==> src/rtl/vdp_video_timing.sv <==
// Video timing regenerator: prescaled H/V counters, registered sync/blank decode and blank-gated RGB.
// Optional raw VDP sync/RGB bypass is compiled in with `VDP_TIMING_RAW_EN.
module vdp_video_timing #(
  parameter int COLOR_W      = 6,
  parameter int CNT_W        = 10,
  parameter int DIV          = 2,
  parameter int H_TOTAL      = 342,
  parameter int V_TOTAL_NTSC = 261,
  parameter int V_TOTAL_PAL  = 312,
  parameter int H_START      = 306,
  parameter int HS_WIDTH     = 20,
  parameter int VS_WIDTH     = 4,
  parameter int HBLANK_END   = 60,
  parameter int HBLANK_START = 341,
  parameter int VBLANK_LINES = 8
) (
  input  logic               clk,
  input  logic               RESET,
  input  logic               ena,
  input  logic               is_pal,
  input  logic               raw_sel,
  input  logic               vdp_hs_n,
  input  logic               vdp_vs_n,
  input  logic [COLOR_W-1:0] vdp_r,
  input  logic [COLOR_W-1:0] vdp_g,
  input  logic [COLOR_W-1:0] vdp_b,
  output logic               HS,
  output logic               VS,
  output logic [COLOR_W-1:0] R,
  output logic [COLOR_W-1:0] G,
  output logic [COLOR_W-1:0] B,
  output logic               HBlank,
  output logic               VBlank,
  output logic [CNT_W-1:0]   hcnt,
  output logic [CNT_W-1:0]   vcnt,
  output logic               pal,
  output logic               frame
);

  localparam int PDIV_W = (DIV > 1) ? $clog2(DIV) : 1;
  localparam logic [PDIV_W-1:0] PDIV_LAST = PDIV_W'(DIV - 1);
  localparam logic [CNT_W-1:0]  H_LAST    = CNT_W'(H_TOTAL - 1);
  localparam logic [CNT_W-1:0]  H_INIT    = CNT_W'(H_START);
  localparam logic [CNT_W-1:0]  VN_LAST   = CNT_W'(V_TOTAL_NTSC - 1);
  localparam logic [CNT_W-1:0]  VP_LAST   = CNT_W'(V_TOTAL_PAL - 1);
  localparam logic [CNT_W-1:0]  HBE       = CNT_W'(HBLANK_END);
  localparam logic [CNT_W-1:0]  HBS       = CNT_W'(HBLANK_START);
  localparam logic [CNT_W-1:0]  HSW       = CNT_W'(HS_WIDTH);
  localparam logic [CNT_W-1:0]  VSW       = CNT_W'(VS_WIDTH);
  localparam logic [CNT_W-1:0]  VBL       = CNT_W'(VBLANK_LINES);

  logic [PDIV_W-1:0]  pdiv_q, pdiv_d;
  logic [CNT_W-1:0]   hcnt_q, hcnt_d, vcnt_q, vcnt_d;
  logic               pal_q, pal_d, frame_q, frame_d;
  logic [1:0]         sync_q;
  logic               hs_q, hs_d, vs_q, vs_d, hb_q, hb_d, vb_q, vb_d;
  logic [COLOR_W-1:0] r_q, r_d, g_q, g_d, b_q, b_d;
  logic               tick_s, line_end_s, frame_end_s, hb_s, vb_s, raw_s;

`ifdef VDP_TIMING_RAW_EN
  assign raw_s = raw_sel;
`else
  assign raw_s = 1'b0 & raw_sel;
`endif

  // Prescaler and H/V counters; the standard latches only when the frame wraps.
  always_comb begin
    pdiv_d      = pdiv_q;
    hcnt_d      = hcnt_q;
    vcnt_d      = vcnt_q;
    pal_d       = pal_q;
    frame_d     = 1'b0;
    tick_s      = ena && (pdiv_q == PDIV_LAST);
    line_end_s  = (hcnt_q == H_LAST);
    frame_end_s = line_end_s && (vcnt_q == (pal_q ? VP_LAST : VN_LAST));
    if (ena) begin
      if (tick_s) pdiv_d = {PDIV_W{1'b0}};
      else        pdiv_d = pdiv_q + 1'b1;
    end else begin
      pdiv_d = pdiv_q;
    end
    if (tick_s) begin
      if (line_end_s) begin
        hcnt_d = {CNT_W{1'b0}};
        if (frame_end_s) begin
          vcnt_d  = {CNT_W{1'b0}};
          pal_d   = sync_q[1];
          frame_d = 1'b1;
        end else begin
          vcnt_d = vcnt_q + 1'b1;
        end
      end else begin
        hcnt_d = hcnt_q + 1'b1;
      end
    end else begin
      hcnt_d = hcnt_q;
    end
  end

  // Sync/blank decode with colour capture, so gating lines up with the counter that produced it.
  always_comb begin
    hb_s = (hcnt_q < HBE) || (hcnt_q >= HBS);
    vb_s = (vcnt_q < VBL);
    hb_d = hb_s;
    vb_d = vb_s;
    hs_d = !(hcnt_q < HSW);
    vs_d = !(vcnt_q < VSW);
    r_d  = vdp_r;
    g_d  = vdp_g;
    b_d  = vdp_b;
    if (raw_s) begin
      hs_d = vdp_hs_n;
      vs_d = vdp_vs_n;
    end else if (hb_s || vb_s) begin
      r_d = {COLOR_W{1'b0}};
      g_d = {COLOR_W{1'b0}};
      b_d = {COLOR_W{1'b0}};
    end else begin
      r_d = vdp_r;
      g_d = vdp_g;
      b_d = vdp_b;
    end
  end

  // Counter, synchroniser and standard state.
  always_ff @(posedge clk) begin
    if (RESET) begin
      pdiv_q  <= {PDIV_W{1'b0}};
      hcnt_q  <= H_INIT;
      vcnt_q  <= {CNT_W{1'b0}};
      pal_q   <= 1'b0;
      sync_q  <= 2'b00;
      frame_q <= 1'b0;
    end else begin
      pdiv_q  <= pdiv_d;
      hcnt_q  <= hcnt_d;
      vcnt_q  <= vcnt_d;
      pal_q   <= pal_d;
      sync_q  <= {sync_q[0], is_pal};
      frame_q <= frame_d;
    end
  end

  // Registered video outputs.
  always_ff @(posedge clk) begin
    if (RESET) begin
      hs_q <= 1'b1;
      vs_q <= 1'b1;
      hb_q <= 1'b1;
      vb_q <= 1'b1;
      r_q  <= {COLOR_W{1'b0}};
      g_q  <= {COLOR_W{1'b0}};
      b_q  <= {COLOR_W{1'b0}};
    end else begin
      hs_q <= hs_d;
      vs_q <= vs_d;
      hb_q <= hb_d;
      vb_q <= vb_d;
      r_q  <= r_d;
      g_q  <= g_d;
      b_q  <= b_d;
    end
  end

  assign HS     = hs_q;
  assign VS     = vs_q;
  assign HBlank = hb_q;
  assign VBlank = vb_q;
  assign R      = r_q;
  assign G      = g_q;
  assign B      = b_q;
  assign hcnt   = hcnt_q;
  assign vcnt   = vcnt_q;
  assign pal    = pal_q;
  assign frame  = frame_q;

endmodule

==> config.mk <==
export PLATFORM = sky130hd
export DESIGN_NAME = vdp_video_timing
export DESIGN_NICKNAME = d
export VERILOG_FILES = /design/src/rtl/vdp_video_timing.sv
export SDC_FILE = /design/constraint.sdc
export NUM_CORES = 1
export LEC_CHECK = 0
export ABC_AREA = 1
export BUFFER_PORTS_ARGS = -buffer_cell sky130_fd_sc_hd__buf_2
export CAP_MARGIN = 10
export CELL_PAD_IN_SITES_DETAIL_PLACEMENT = 1
export CELL_PAD_IN_SITES_GLOBAL_PLACEMENT = 1
export CORE_MARGIN = 2
export CORE_UTILIZATION = 25
export DETAILED_ROUTE_END_ITERATION = 8
export GPL_ROUTABILITY_DRIVEN = 0
export PLACE_DENSITY = 0.57
export RECOVER_POWER = 100
export SETUP_SLACK_MARGIN = 0.02
export SKIP_LAST_GASP = 1
export SYNTH_ARGS = -nofsm -noshare
export SYNTH_HDL_FRONTEND = slang
export SYNTH_SLANG_ARGS = --single-unit
==> constraint.sdc <==
create_clock -name clk -period 1.6 [get_ports clk]
set_input_delay 0 -clock clk [delete_from_list [all_inputs] [get_ports clk]]
set_output_delay 0 -clock clk [all_outputs]
set_load 0.01 [all_outputs]
# Word-level counts from Yosys, hierarchy flattened
# Cells that the tools add are included.
# totals
reg_bits	47
in_bits	25
out_inout_bits	44
word_cells	40
# classes
addsub	3
magnitude_cmp	5
eq_ne	2
n_mux	5
n_bitwise	2
reduce_logical	10
# ops
operator	count
$add 10x1->10 const B	2
$mux 10	2
$eq 10x9->1	1
$eq 10x9->1 const B	1
$ge 10x9->1 const B	1
$lt 10x3->1 const B	1
$lt 10x4->1 const B	1
$lt 10x5->1 const B	1
$lt 10x6->1 const B	1
$mux 6	1
$reduce_and 3->1	1
$reduce_or 3->1	1
$logic_and 1x1->1	2
$logic_not 1->1	2
$logic_or 1x1->1	2
$mux 1	2
$not 1->1	2
$reduce_and 2->1	1
$reduce_or 2->1	1
$add 1x1->1 const B	1

# Logic depth before layout (Yosys ltp)
# Gate-level depths: netlist of the first run.
# logic_depth
ltp_word	4
mapped_depth	9
depth_no_buf	8

# Worst setup path before layout of the first run
# OpenSTA, ideal clock, no wires.
# synth_path
path_kind	register -> register
start	register hcnt_q[0] (netlist: hcnt[0])
end	register g_q[0] (netlist: G[0])
setup_time_ps	111
arrival_ps	1302
t_required_ps	1489
setup_slack_ps	187
stages_incl_launch_ff	8
path_buffers	1
period_less_slack_ps	1413
path_cell_list	dfxtp_1 -> ha_1 -> nand3_1 -> nor2_4 -> nor2_4 -> nand3_4 -> buf_6 -> nor2_1
# synth_via
elab_chain_len	4
elab_cells_between_ends	5
classes_between	order compare (2); reduce/logical (3)
# synth_lines
element	line_no	rtl
start: declaration	53	logic [CNT_W-1:0] hcnt_q, hcnt_d, vcnt_q, vcnt_d;
start signal: assignment	136	hcnt_q <= hcnt_d;
$lt 10x6->1 / $ge 10x9->1 (equally long branches)	102	hb_s = (hcnt_q < HBE) || (hcnt_q >= HBS);
$logic_or 1x1->1 *	102	
$logic_or 1x1->1 *	114	end else if (hb_s || vb_s) begin
$reduce_or 2->1 (no source line) *	--	
end signal: assignment	152	g_q <= {COLOR_W{1'b0}};
end signal: assignment	160	g_q <= g_d;
end: declaration	57	logic [COLOR_W-1:0] r_q, r_d, g_q, g_d, b_q, b_d;
# Mark *: on every way between the ends. The rest lies on a longest branch, timed or not.
# A chain may end at the register's enable or synchronous reset.

# Final worst setup path of the first run
# layout_path
start	register hcnt_q[0] (netlist: hcnt[0])
end	register g_q[3] (netlist: G[3])
# The elaborated chain is that of the path after synthesis.

==> results of run 1 <==
-- per-stage QoR --
step | setup TNS (ns) | hold slack (ns) | setup slack (ns)
global placement | 0 | 0.207 | 0.0283
detailed placement | -0.000588 | 0.213 | -0.000588
CTS | -0.0111 | 0.000681 | -0.00452
finish | 0 | -0.00495 | 0.130
floorplan | 0 | 0.107 | 0.187
global route | 0 | 0.0194 | 0.00515
-- sequential cells by signal, summed over array words and instances (netlist names) --
signal,count
sync_q,2
HBlank,1
pal,1
VBlank,1
pdiv_q,1
B,6
R,6
VS,1
vcnt,10
HS,1
frame,1
G,6
hcnt,10
-- repair_timing --
action | in CTS | in global routing
resized for setup | 1 | 33
gates cloned | 0 | 3
buffers inserted | 0 | 2
hold buffers | 20 | 0
endpoints found under the setup margin | 7 | 35
hold endpoints to repair | 20 | 0
pin swaps | 0 | 5
-- critical path, delay by kind of cell (launching register included) --
| family | cells | cell delay [ns] |
|---|---|---|
| simple gates | 3 | 0.39 |
| buf+inv | 2 | 0.24 |
| fa+ha+maj | 1 | 0.22 |
| flops | 1 | 0.37 |
| compound gates | 1 | 0.14 |
-- power by group --
group          switching, uW  internal, uW  leakage, uW
Combinational           75.0          75.1     0.000938
Clock                    421           515    0.0000618
Sequential              5.62          1180     0.000383
Total                    502          1770      0.00138
-- worst max path at each step --
stage	start	endpoint	slack [ns]
finish	hcnt[0]$_SDFFE_PP0P_	G[3]$_SDFF_PP0_	0.13
global route	hcnt[5]$_SDFFE_PP1P_	B[5]$_SDFF_PP0_	0.005
CTS	hcnt[1]$_SDFFE_PP1P_	B[5]$_SDFF_PP0_	-0.005
detailed placement	hcnt[4]$_SDFFE_PP1P_	vcnt[4]$_SDFFE_PP0P_	-0.0006
global placement	hcnt[4]$_SDFFE_PP1P_	vcnt[5]$_SDFFE_PP0P_	0.03
floorplan	hcnt[0]$_SDFFE_PP0P_	G[0]$_SDFF_PP0_	0.19
-- cell families (layout without fill, tap and decap cells) --
group	count (synthesis)	count (layout)
DFF	47	47
xor gates and xnor gates	1	1
adders and majority gates	4	4
AOI/OAI and AO/OA	16	16
buffers and inverters	55	163
and+or+nand+nor	182	185
-- synth_stat cells (3+ instances only) --
cell and number:
nand4_1 12, o21ai_0 6, dfxtp_1 47, nand2_1 68
ha_1 4, nand3_1 22, inv_1 49, nor2_4 3
nor2_1 58, a21oi_1 6, nor3_1 6, nand2_2 5
-- cell type report --
class	count	area share, %
inverters	51	6.32
repair buffers	104	19.9
multi-input cells	206	34.4
clock inverters	2	1.26
clock buffers	6	2.69
flip-flops and latches	47	31.1
well taps	105	4.28
-- routing by layer --
layer	vias to the layer above	wire, um	global-route usage (%)
met2	28	3620	27.4
li1	1172	-	-
met3	4	197	2.25
met5	-	0	0
met1	1070	3030	17.3
met4	0	39	3.05
==> results.md, run 1 <==
* Syn Area/Cell at 7.00 sq um
* Initial antenna violation count at 0
* Root Buffer: clkbuf_8
* Hold Path Stages at 2
* Syn Nets at around 330
* Cell taking the most area after synthesis: dfxtp_1
* Slew headroom at 71.3%
* Final total power at 2270 uW
* Diodes inserted at 0
* Core footprint at 8260 sq um
* Total track usage at roughly 15%
* Fmax at about 0.68 GHz
* Yosys reg bits at 47
* Iteration-0 DRC Markers at 32
* Final core occ at a little under two fifths
* Peak VDD IR at approximately 280 uV
* Vias at roughly 2300
* Slowest cell on crit path: dfxtp_2
* DR pass1 iterations at 4
* CTS tree: yes
* Area Growth Syn to Fin at 43.6%
* Worst Path Max Fanout at 6
* Outcome: finished, violations left
* Drt via density at around 4.4
* Hold Fails Final Rpt at 2
* R2r startpoint: hcnt[0]$_SDFFE_PP0P_
* Reg2Reg Setup Slack at approximately 0.13 ns
* First-pass GRT wire length at 10500 um
* Lkg Pwr at 0.00138 uW
* CTS Buf Count at 5
* Synth cell types at 29
* Max-slew violations at 0
* Chip Height at slightly below 100 um
* Synth area leaders: dfxtp_1, nand2_1, nor2_1
* Post-Synth Simple-Gate Area at about two fifths
* Global route total overflow at 0
* Gate Count Post-Synth at 305
* Starting Density at between 20% and 30%
* R2R Path End: G[3]$_SDFF_PP0_
* Worst-path cell chain: buf_4 > inv_1 > ha_1 > o21ai_2 > nand2_2 > nand3_2 > nor2_1
* Post-synthesis cell area at roughly 2100 sq um
* Layout cells sized above 1 at between 20% and 30%
* Finished Cell Area at approximately 3000 sq um
* Max-Cap Viols at 0
* Worst EP arrival at between 1.5 and 2 ns
* Critical path class: register to register
* Die width at between 90 and 100 um
* Area of the die at roughly 9300 sq um
* I/O Pins at 69
* Sequential area share after synthesis at 44.1%
* Unrepaired setup endpoints after global routing: true
* Register-to-Register Path Depth at 7
* Placed Area at around 2700 sq um
* Worst clock skew at between 0.005 and 0.006 ns
* Min Hold Slack at -0.00495 ns
* CTS sink count at 47
* Placed Cells at about 500
* Most frequent cells in the layout: nand2_1, nor2_1, inv_1
* Synth Area in Adders at under 10%
* Std cell rows at 33
* Startpoint type of the worst setup path: register
* Power Dens Cells at 739 nW/um^2
* Post-synth top area share at about 44%
* Multi-input gate area at roughly 1100 sq um
* Largest net degree at the start of global routing at 19
* Syn. warnings at 0
* Clock slew at reported path FFs at around 0.09 ns
* Sequential cell area at roughly 950 sq um
* Failing checks: hold timing
* Non-filler cells in the finished layout at roughly 520
* Post-synth EDFFs at 0
* Worst EP required at between 1.5 and 2 ns
* CTS HTree Levels at 2
* CTS max path bufs at 2
* Drc violations at 0
* Multiplexer share of the synthesized area at 0%
* Crit path time final at between 1 and 1.5 ns
* Post-DP HPWL at a little under 5000 um
* Post-Synth XOR/XNOR Area at 0.410%
* WHS Endpoint: hcnt[7]$_SDFFE_PP0P_
* Beginning of the worst hold path: RESET
* Worst path max stage delay at approximately 0.37 ns
* Least-Margin Pin Slew at around 0.43 ns
* WL/cell at between 10 and 15 um
* Commonest non-fill, non-tap cell in the layout: nand2_1
* Vias in the first global route at around 2200
* Post-route ant nets at 0
* Worst hold path class: primary input to register
* Final WL at between 6000 and 7000 um
* Largest family of logic cells by synthesized area: simple AND/OR/NAND/NOR gates
* Top_reg_cell synth: dfxtp_1
* Post-synthesis compound-gate area fraction at around 4.3%
* Final setup viols at 0
* Kind of end point of the critical path: register
* FILL cells at approximately 1100
* Ys async rst share at 0%
* Worst skew pair latency at about 0.30 ns
* Nets at roughly 440
* PortBufs at 65
* Final clock period utilization by the worst path at between 90% and 100%
Note: power is estimated with default switching activity, not from simulation.
==> run 2, diff against run 1 <==
--- a/config.mk
+++ b/config.mk
@@ -11,10 +11,10 @@
 export CELL_PAD_IN_SITES_DETAIL_PLACEMENT = 1
 export CELL_PAD_IN_SITES_GLOBAL_PLACEMENT = 1
 export CORE_MARGIN = 2
-export CORE_UTILIZATION = 25
+export CORE_UTILIZATION = 35
 export DETAILED_ROUTE_END_ITERATION = 8
 export GPL_ROUTABILITY_DRIVEN = 0
-export PLACE_DENSITY = 0.57
+export PLACE_DENSITY = 0.76
 export RECOVER_POWER = 100
 export SETUP_SLACK_MARGIN = 0.02
 export SKIP_LAST_GASP = 1
==> run 2 against run 1 <==
- the flow now finishes without violations
- count of clock-buffer cells in the layout unchanged
- critical path depth rose by 1
- routed wire length is 11% higher
- highest routed layer unchanged
- worst setup slack got worse by 0.067 ns
==> results.md, run 2 (synthesis gave the netlist of run 1 again) <==
* Fmax at 0.651 GHz (-4.3%)
* Outcome: complete, no violations
* Register-to-Register Path Depth at 8 (+1)
* Kind of end point of the critical path: register
* Diodes inserted at 0 (unchanged)
* Layout cells sized above 1 at 19.7% (-3.2 points)
* Drc violations at 0 (unchanged)
* Max-slew violations at 0 (unchanged)
* CTS max path bufs at 2 (unchanged)
* Worst EP required at 1.81 ns (+0.02 ns)
* FILL cells at 790 (-28%)
* Slew headroom at 66.6% (-4.7 points)
* CTS sink count at 47 (unchanged)
* Drt via density at 4.89 (+12%)
* Startpoint type of the worst setup path: register
* Hold Fails Final Rpt at 0 (-2)
* Core footprint at 5920 sq um (-28%)
* Final total power at 2300 uW (+1.4%)
* Final setup viols at 0 (unchanged)
* Crit path time final at 1.54 ns (+0.0666 ns)
* CTS tree: yes
* Area Growth Syn to Fin at 43.1%
* Root Buffer: clkbuf_8
* Global route total overflow at 0 (unchanged)
* Least-Margin Pin Slew at 0.497 ns (+0.0701 ns)
* Worst skew pair latency at 0.31 ns (about the same)
* Post-DP HPWL at 4630 um (-5.5%)
* Worst hold path class: primary input to register
* Slowest cell on crit path: dfxtp_1
* First-pass GRT wire length at 10400 um (-0.20%)
* I/O Pins at 69 (unchanged)
* DR pass1 iterations at 4 (unchanged)
* Worst path max stage delay at 0.39 ns (+0.02 ns)
* PortBufs at 65 (unchanged)
* Largest net degree at the start of global routing at 19 (unchanged)
* Final clock period utilization by the worst path at 96.0% (+4.2 points)
* Hold Path Stages at 2 (unchanged)
* Initial antenna violation count at 0 (unchanged)
* Placed Cells at 456 (-6.6%)
* Critical path class: register to register
* CTS Buf Count at 5 (unchanged)
* Worst Path Max Fanout at 7 (+1)
* CTS HTree Levels at 2 (unchanged)
* Iteration-0 DRC Markers at 60 (+88%)
* Starting Density at 36.1% (+10 points)
* Std cell rows at 28 (-15%)
* Nets at 445 (+0.23%)
* Reg2Reg Setup Slack at 0.06 ns (-0.07 ns)
* Clock slew at reported path FFs at 0.09 ns (about the same)
* WHS Endpoint: frame$_SDFF_PP0_
* Chip Height at 82.1 um (-15%)
* Commonest non-fill, non-tap cell in the layout: nand2_1
* Finished Cell Area at 3060 sq um (-0.37%)
* Peak VDD IR at 361 uV (+30%)
* Buf+Inv Stages, Crit Path at 2 (unchanged)
* Total track usage at 20.4% (+5.9 points)
* Final WL at 7630 um (+11%)
* Beginning of the worst hold path: RESET
* R2r startpoint: hcnt[7]$_SDFFE_PP0P_
* Placed Area at 2640 sq um (-1.9%)
* Power Dens Cells at 752 nW/um^2 (+1.7%)
* Post-route ant nets at 0 (unchanged)
* Max-Cap Viols at 0 (unchanged)
* Min Hold Slack at 0.0217 ns (+0.0266 ns)
* Worst EP arrival at 1.74 ns (+0.08 ns)
* Pre-CTS WS at 0.0582 ns (+0.0588 ns)
* R2R Path End: R[3]$_SDFF_PP0_
* WL/cell at 15.5 um (+17%)
* Worst-path cell chain: nor2_1 > nand3_2 > nor2_4 > buf_4 > nor2_4 > buf_12 > nand3_4 > nor2_1
* PnR worst setup slack at 0.0634 ns (-0.0666 ns)
* Die width at 82.1 um (-15%)
* Worst path top cell family by delay: simple AND/OR/NAND/NOR gates
* Most frequent cells in the layout: nand2_1, nor2_1, inv_1
* Unrepaired setup endpoints after global routing: true
* Lkg Pwr at 0.00136 uW (-1.5%)
* Area of the die at 6740 sq um (-27%)
* Vias at 2407 (+5.8%)
* Non-filler cells in the finished layout at 492 (-5.6%)
* Worst clock skew at 0.00434 ns (-0.000867 ns)
* Vias in the first global route at 2289 (+2.8%)
[run 2: layer usage]
| layer | vias up | track usage (%) | part of all wire [%] |
|---|---|---|---|
| li1 | 1175 | - | - |
| met1 | 1161 | 23.4 | 42 |
| met2 | 57 | 38.3 | 52 |
| met3 | 14 | 4.24 | 4.1 |
| met4 | 0 | 5.17 | 2.0 |
| met5 | - | 0 | 0 |
[run 2: final cells by class]
type	count	area, sq um	share of cell area (%)
repair buffers	104	622	20.3
clock inverters	2	38.8	1.27
inverters	51	193	6.30
well taps	75	93.8	3.07
multi-input cells	207	1080	35.4
clock buffers	6	82.6	2.70
flip-flops and latches	47	943	30.9
[run 2: power breakdown]
part | leakage, uW | internal [uW] | switching [uW] | total (uW)
Clock | 0.0000618 | 515 | 445 | 960
Sequential | 0.000380 | 1180 | 6.11 | 1190
Combinational | 0.000919 | 73.8 | 80.0 | 154
Total | 0.00136 | 1770 | 531 | 2300
[run 2: worst max path at each step]
stage / cells past startpoint / startpoint / to / slack [ns]
2_1_floorplan: 7 / hcnt[0]$_SDFFE_PP0P_ / G[0]$_SDFF_PP0_ / 0.19
3_3_place_gp: 8 / hcnt[1]$_SDFFE_PP1P_ / B[4]$_SDFF_PP0_ / 0.13
3_5_place_dp: 8 / hcnt[1]$_SDFFE_PP1P_ / G[0]$_SDFF_PP0_ / 0.06
4_1_cts: 8 / hcnt[1]$_SDFFE_PP1P_ / G[0]$_SDFF_PP0_ / 0.03
5_1_grt: 6 / hcnt[7]$_SDFFE_PP0P_ / R[3]$_SDFF_PP0_ / -0.04
6_report: 8 / hcnt[7]$_SDFFE_PP0P_ / R[3]$_SDFF_PP0_ / 0.06
[run 2: metrics by stage]
step / setup TNS, ns / util [%]
2_1_floorplan: 0 / -
3_3_place_gp: 0 / 44.6
3_5_place_dp: 0 / 44.6
4_1_cts: 0 / 50.1
5_1_grt: -0.257 / 51.6
6_report: 0 / 51.6
[run 2: what timing repair did]
item                                    CTS  global route
resized for setup                         0            17
buffers inserted                          0             4
hold buffers                             20             0
endpoints found under the hold margin    20             0
endpoints found under the setup margin    0            33
==> run 3, diff against run 2 <==
==> constraint.sdc (replaced) <==
create_clock -name clk -period 1.7 [get_ports clk]
set_input_delay 0 -clock clk [delete_from_list [all_inputs] [get_ports clk]]
set_output_delay 0 -clock clk [all_outputs]
set_load 0.01 [all_outputs]
==> run 3 against run 2 <==
- flip-flop and latch count stayed put
- critical endpoint unchanged
- clock power shrank 12%
- maximum frequency down 1.4%
- critical path type unchanged
- sequential power down 6%
==> results.md, run 3 (synthesis gave the netlist of run 1 again) <==
* First-pass GRT wire length at 10300 um (-1.6%)
* DR pass1 iterations at 4 (unchanged)
* Final setup viols at 0 (unchanged)
* Slowest cell on crit path: dfxtp_1
* Non-filler cells in the finished layout at 478 (-2.8%)
* Setup bufs post-CTS at 0 (unchanged)
* Startpoint type of the worst setup path: register
* Crit path time final at 1.56 ns (+0.0221 ns)
* Fmax at 0.642 GHz (-1.4%)
* Buf+Inv Stages, Crit Path at 1 (-1)
* Worst-path cell chain: inv_1 > ha_1 > nand3_1 > nor2_4 > nor2_4 > nand3_4 > nor2_1
* Worst Path Max Fanout at 18 (+11)
* Worst path max stage delay at 0.40 ns (about the same)
* Kind of end point of the critical path: register
* Worst clock skew at 0.00790 ns (+0.00356 ns)
* M1 wire length at 2620 um (-18%)
* TNS Setup at 0 ns (unchanged)
* Final total power at 2100 uW (-8.8%)
* Multi-input gate area at 977 sq um (-9.8%)
* Nets at 431 (-3.1%)
* CTS sink count at 47 (unchanged)
* Register-to-Register Path Depth at 7 (-1)
* Worst EP arrival at 1.79 ns (+0.05 ns)
* Starting Density at 36.1% (unchanged)
* Drc violations at 0 (unchanged)
* Max-slew violations at 0 (unchanged)
* PortBufs at 65 (unchanged)
* Worst EP required at 1.94 ns (+0.13 ns)
* Area Growth Syn to Fin at 33.2%
* Total track usage at 19.9% (-0.48 points)
* Sequential cell area at 941 sq um (-0.27%)
* Worst hold path class: primary input to register
* Core footprint at 5920 sq um (unchanged)
* Routed met2 length at 3400 um (-14%)
* Met3 Wirelength at 271 um (-13%)
* CTS HTree Levels at 2 (unchanged)
* Std cell rows at 28 (unchanged)
* WHS Endpoint: sync_q[1]$_SDFF_PP0_
* Beginning of the worst hold path: RESET
* Drt via density at 4.74 (-3.2%)
* Hold Path Stages at 2 (unchanged)
* Vias at 2264 (-5.9%)
* Reg2Reg Setup Slack at 0.14 ns (+0.08 ns)
* Hold Fails Final Rpt at 0 (unchanged)
* Most frequent cells in the layout: nand2_1, nor2_1, inv_1
* Least-Margin Pin Slew at 0.504 ns (+0.00747 ns)
* CTS tree: yes
* Max-Cap Viols at 0 (unchanged)
* Global route total overflow at 0 (unchanged)
* R2r startpoint: hcnt[1]$_SDFFE_PP1P_
* Post-route ant nets at 0 (unchanged)
* Placed Cells at 450 (-1.3%)
* Vias in the first global route at 2259 (-1.3%)
* Worst path top cell family by delay: simple AND/OR/NAND/NOR gates
* Clock slew at reported path FFs at 0.09 ns (about the same)
* Slew headroom at 66.1% (-0.50 points)
* Final clock period utilization by the worst path at 91.7% (-4.3 points)
* R2R Path End: R[3]$_SDFF_PP0_
* WL/cell at 13.3 um (-14%)
* Die width at 82.1 um (unchanged)
* Unrepaired setup endpoints after global routing: true
* Initial antenna violation count at 0 (unchanged)
* Peak VDD IR at 442 uV (+23%)
* Outcome: complete, no violations
* Root Buffer: clkbuf_8
* Diodes inserted at 0 (unchanged)
* Worst skew pair latency at 0.31 ns (about the same)
* Chip Height at 82.1 um (unchanged)
* Largest net degree at the start of global routing at 19 (unchanged)
* Critical path class: register to register
* Worst path most repeated cell: nor2_4
* I/O Pins at 69 (unchanged)
* Lkg Pwr at 0.00128 uW (-6.0%)
* Commonest non-fill, non-tap cell in the layout: nand2_1
* Power Dens Cells at 737 nW/um^2 (-2.0%)
* Final WL at 6370 um (-16%)
* CTS max path bufs at 2 (unchanged)
* Iteration-0 DRC Markers at 70 (+17%)
* FILL cells at 800 (+1.3%)
* CTS Buf Count at 5 (unchanged)
* Post-DP HPWL at 4510 um (-2.6%)
* Highest routed metal layer: met4
* Area of the die at 6740 sq um (unchanged)
* Layout cells sized above 1 at 13.4% (-6.3 points)
==> run 3: cell count changes in the layout (fill, tap and decap cells not counted), sizes merged <==
cell	change
nor2	-1
clkinvlp	+1
nand3	-3
buf	-17
clkbuf	+6
==> run 3: how the worst max path moves through the flow <==
stage | startpoint | to | slack, ns | cells after the start
global placement | hcnt[1]$_SDFFE_PP1P_ | hcnt[2]$_SDFFE_PP0P_ | 0.22 | 7
floorplan | hcnt[0]$_SDFFE_PP0P_ | G[0]$_SDFF_PP0_ | 0.29 | 7
CTS | hcnt[1]$_SDFFE_PP1P_ | hcnt[2]$_SDFFE_PP0P_ | 0.13 | 7
detailed placement | hcnt[1]$_SDFFE_PP1P_ | hcnt[3]$_SDFFE_PP0P_ | 0.15 | 7
finish | hcnt[1]$_SDFFE_PP1P_ | R[3]$_SDFF_PP0_ | 0.14 | 7
global route | hcnt[1]$_SDFFE_PP1P_ | vcnt[1]$_SDFFE_PP0P_ | 0.01 | 8
==> run 3: layout make-up <==
class                           count  share of cell area, %
Inverter                           51                   6.77
Timing Repair Buffer               94                   18.5
Sequential cell                    47                   33.1
Clock buffer                        5                   2.42
Clock inverter                      3                   1.63
Multi-Input combinational cell    203                   34.3
Tap cell                           75                   3.30
==> run 3: power by group <==
part	total, uW	internal, uW	switching [uW]
Combinational	133	66.0	66.6
Clock	849	443	406
Sequential	1120	1110	5.51
Total	2100	1620	478
==> run 3: per-stage QoR <==
step | utilization, % | instance area (sq um) | hold slack [ns] | setup WS [ns]
3_5_place_dp | 43.9 | 2600 | 0.220 | 0.152
6_report | 48.1 | 2850 | 0.00989 | 0.141
4_1_cts | 49.2 | 2910 | 0.0133 | 0.134
3_3_place_gp | 43.9 | 2600 | 0.203 | 0.218
2_1_floorplan | - | 2140 | 0.107 | 0.287
5_1_grt | 48.1 | 2850 | 0.0207 | 0.0125
==> run 3: layer usage <==
metal	GRT usage, %	vias to the layer above
met5	0	-
met4	5.00	0
met3	3.70	7
met2	36.9	45
met1	23.5	1071
li1	-	1141
==> run 3: worst register-to-register path: stages, from the launching register on <==
cell and delay [ns]:
dfxtp_1 0.40, inv_1 0.10, ha_1 0.22, nand3_1 0.17
nor2_4 0.07, nor2_4 0.14, nand3_4 0.21, nor2_1 0.19
==> run 3: repair_timing <==
action,CTS,global route
hold buffers,20,0
gates resized for setup,0,2
setup endpoints to repair,0,7
endpoints found under the hold margin,20,0
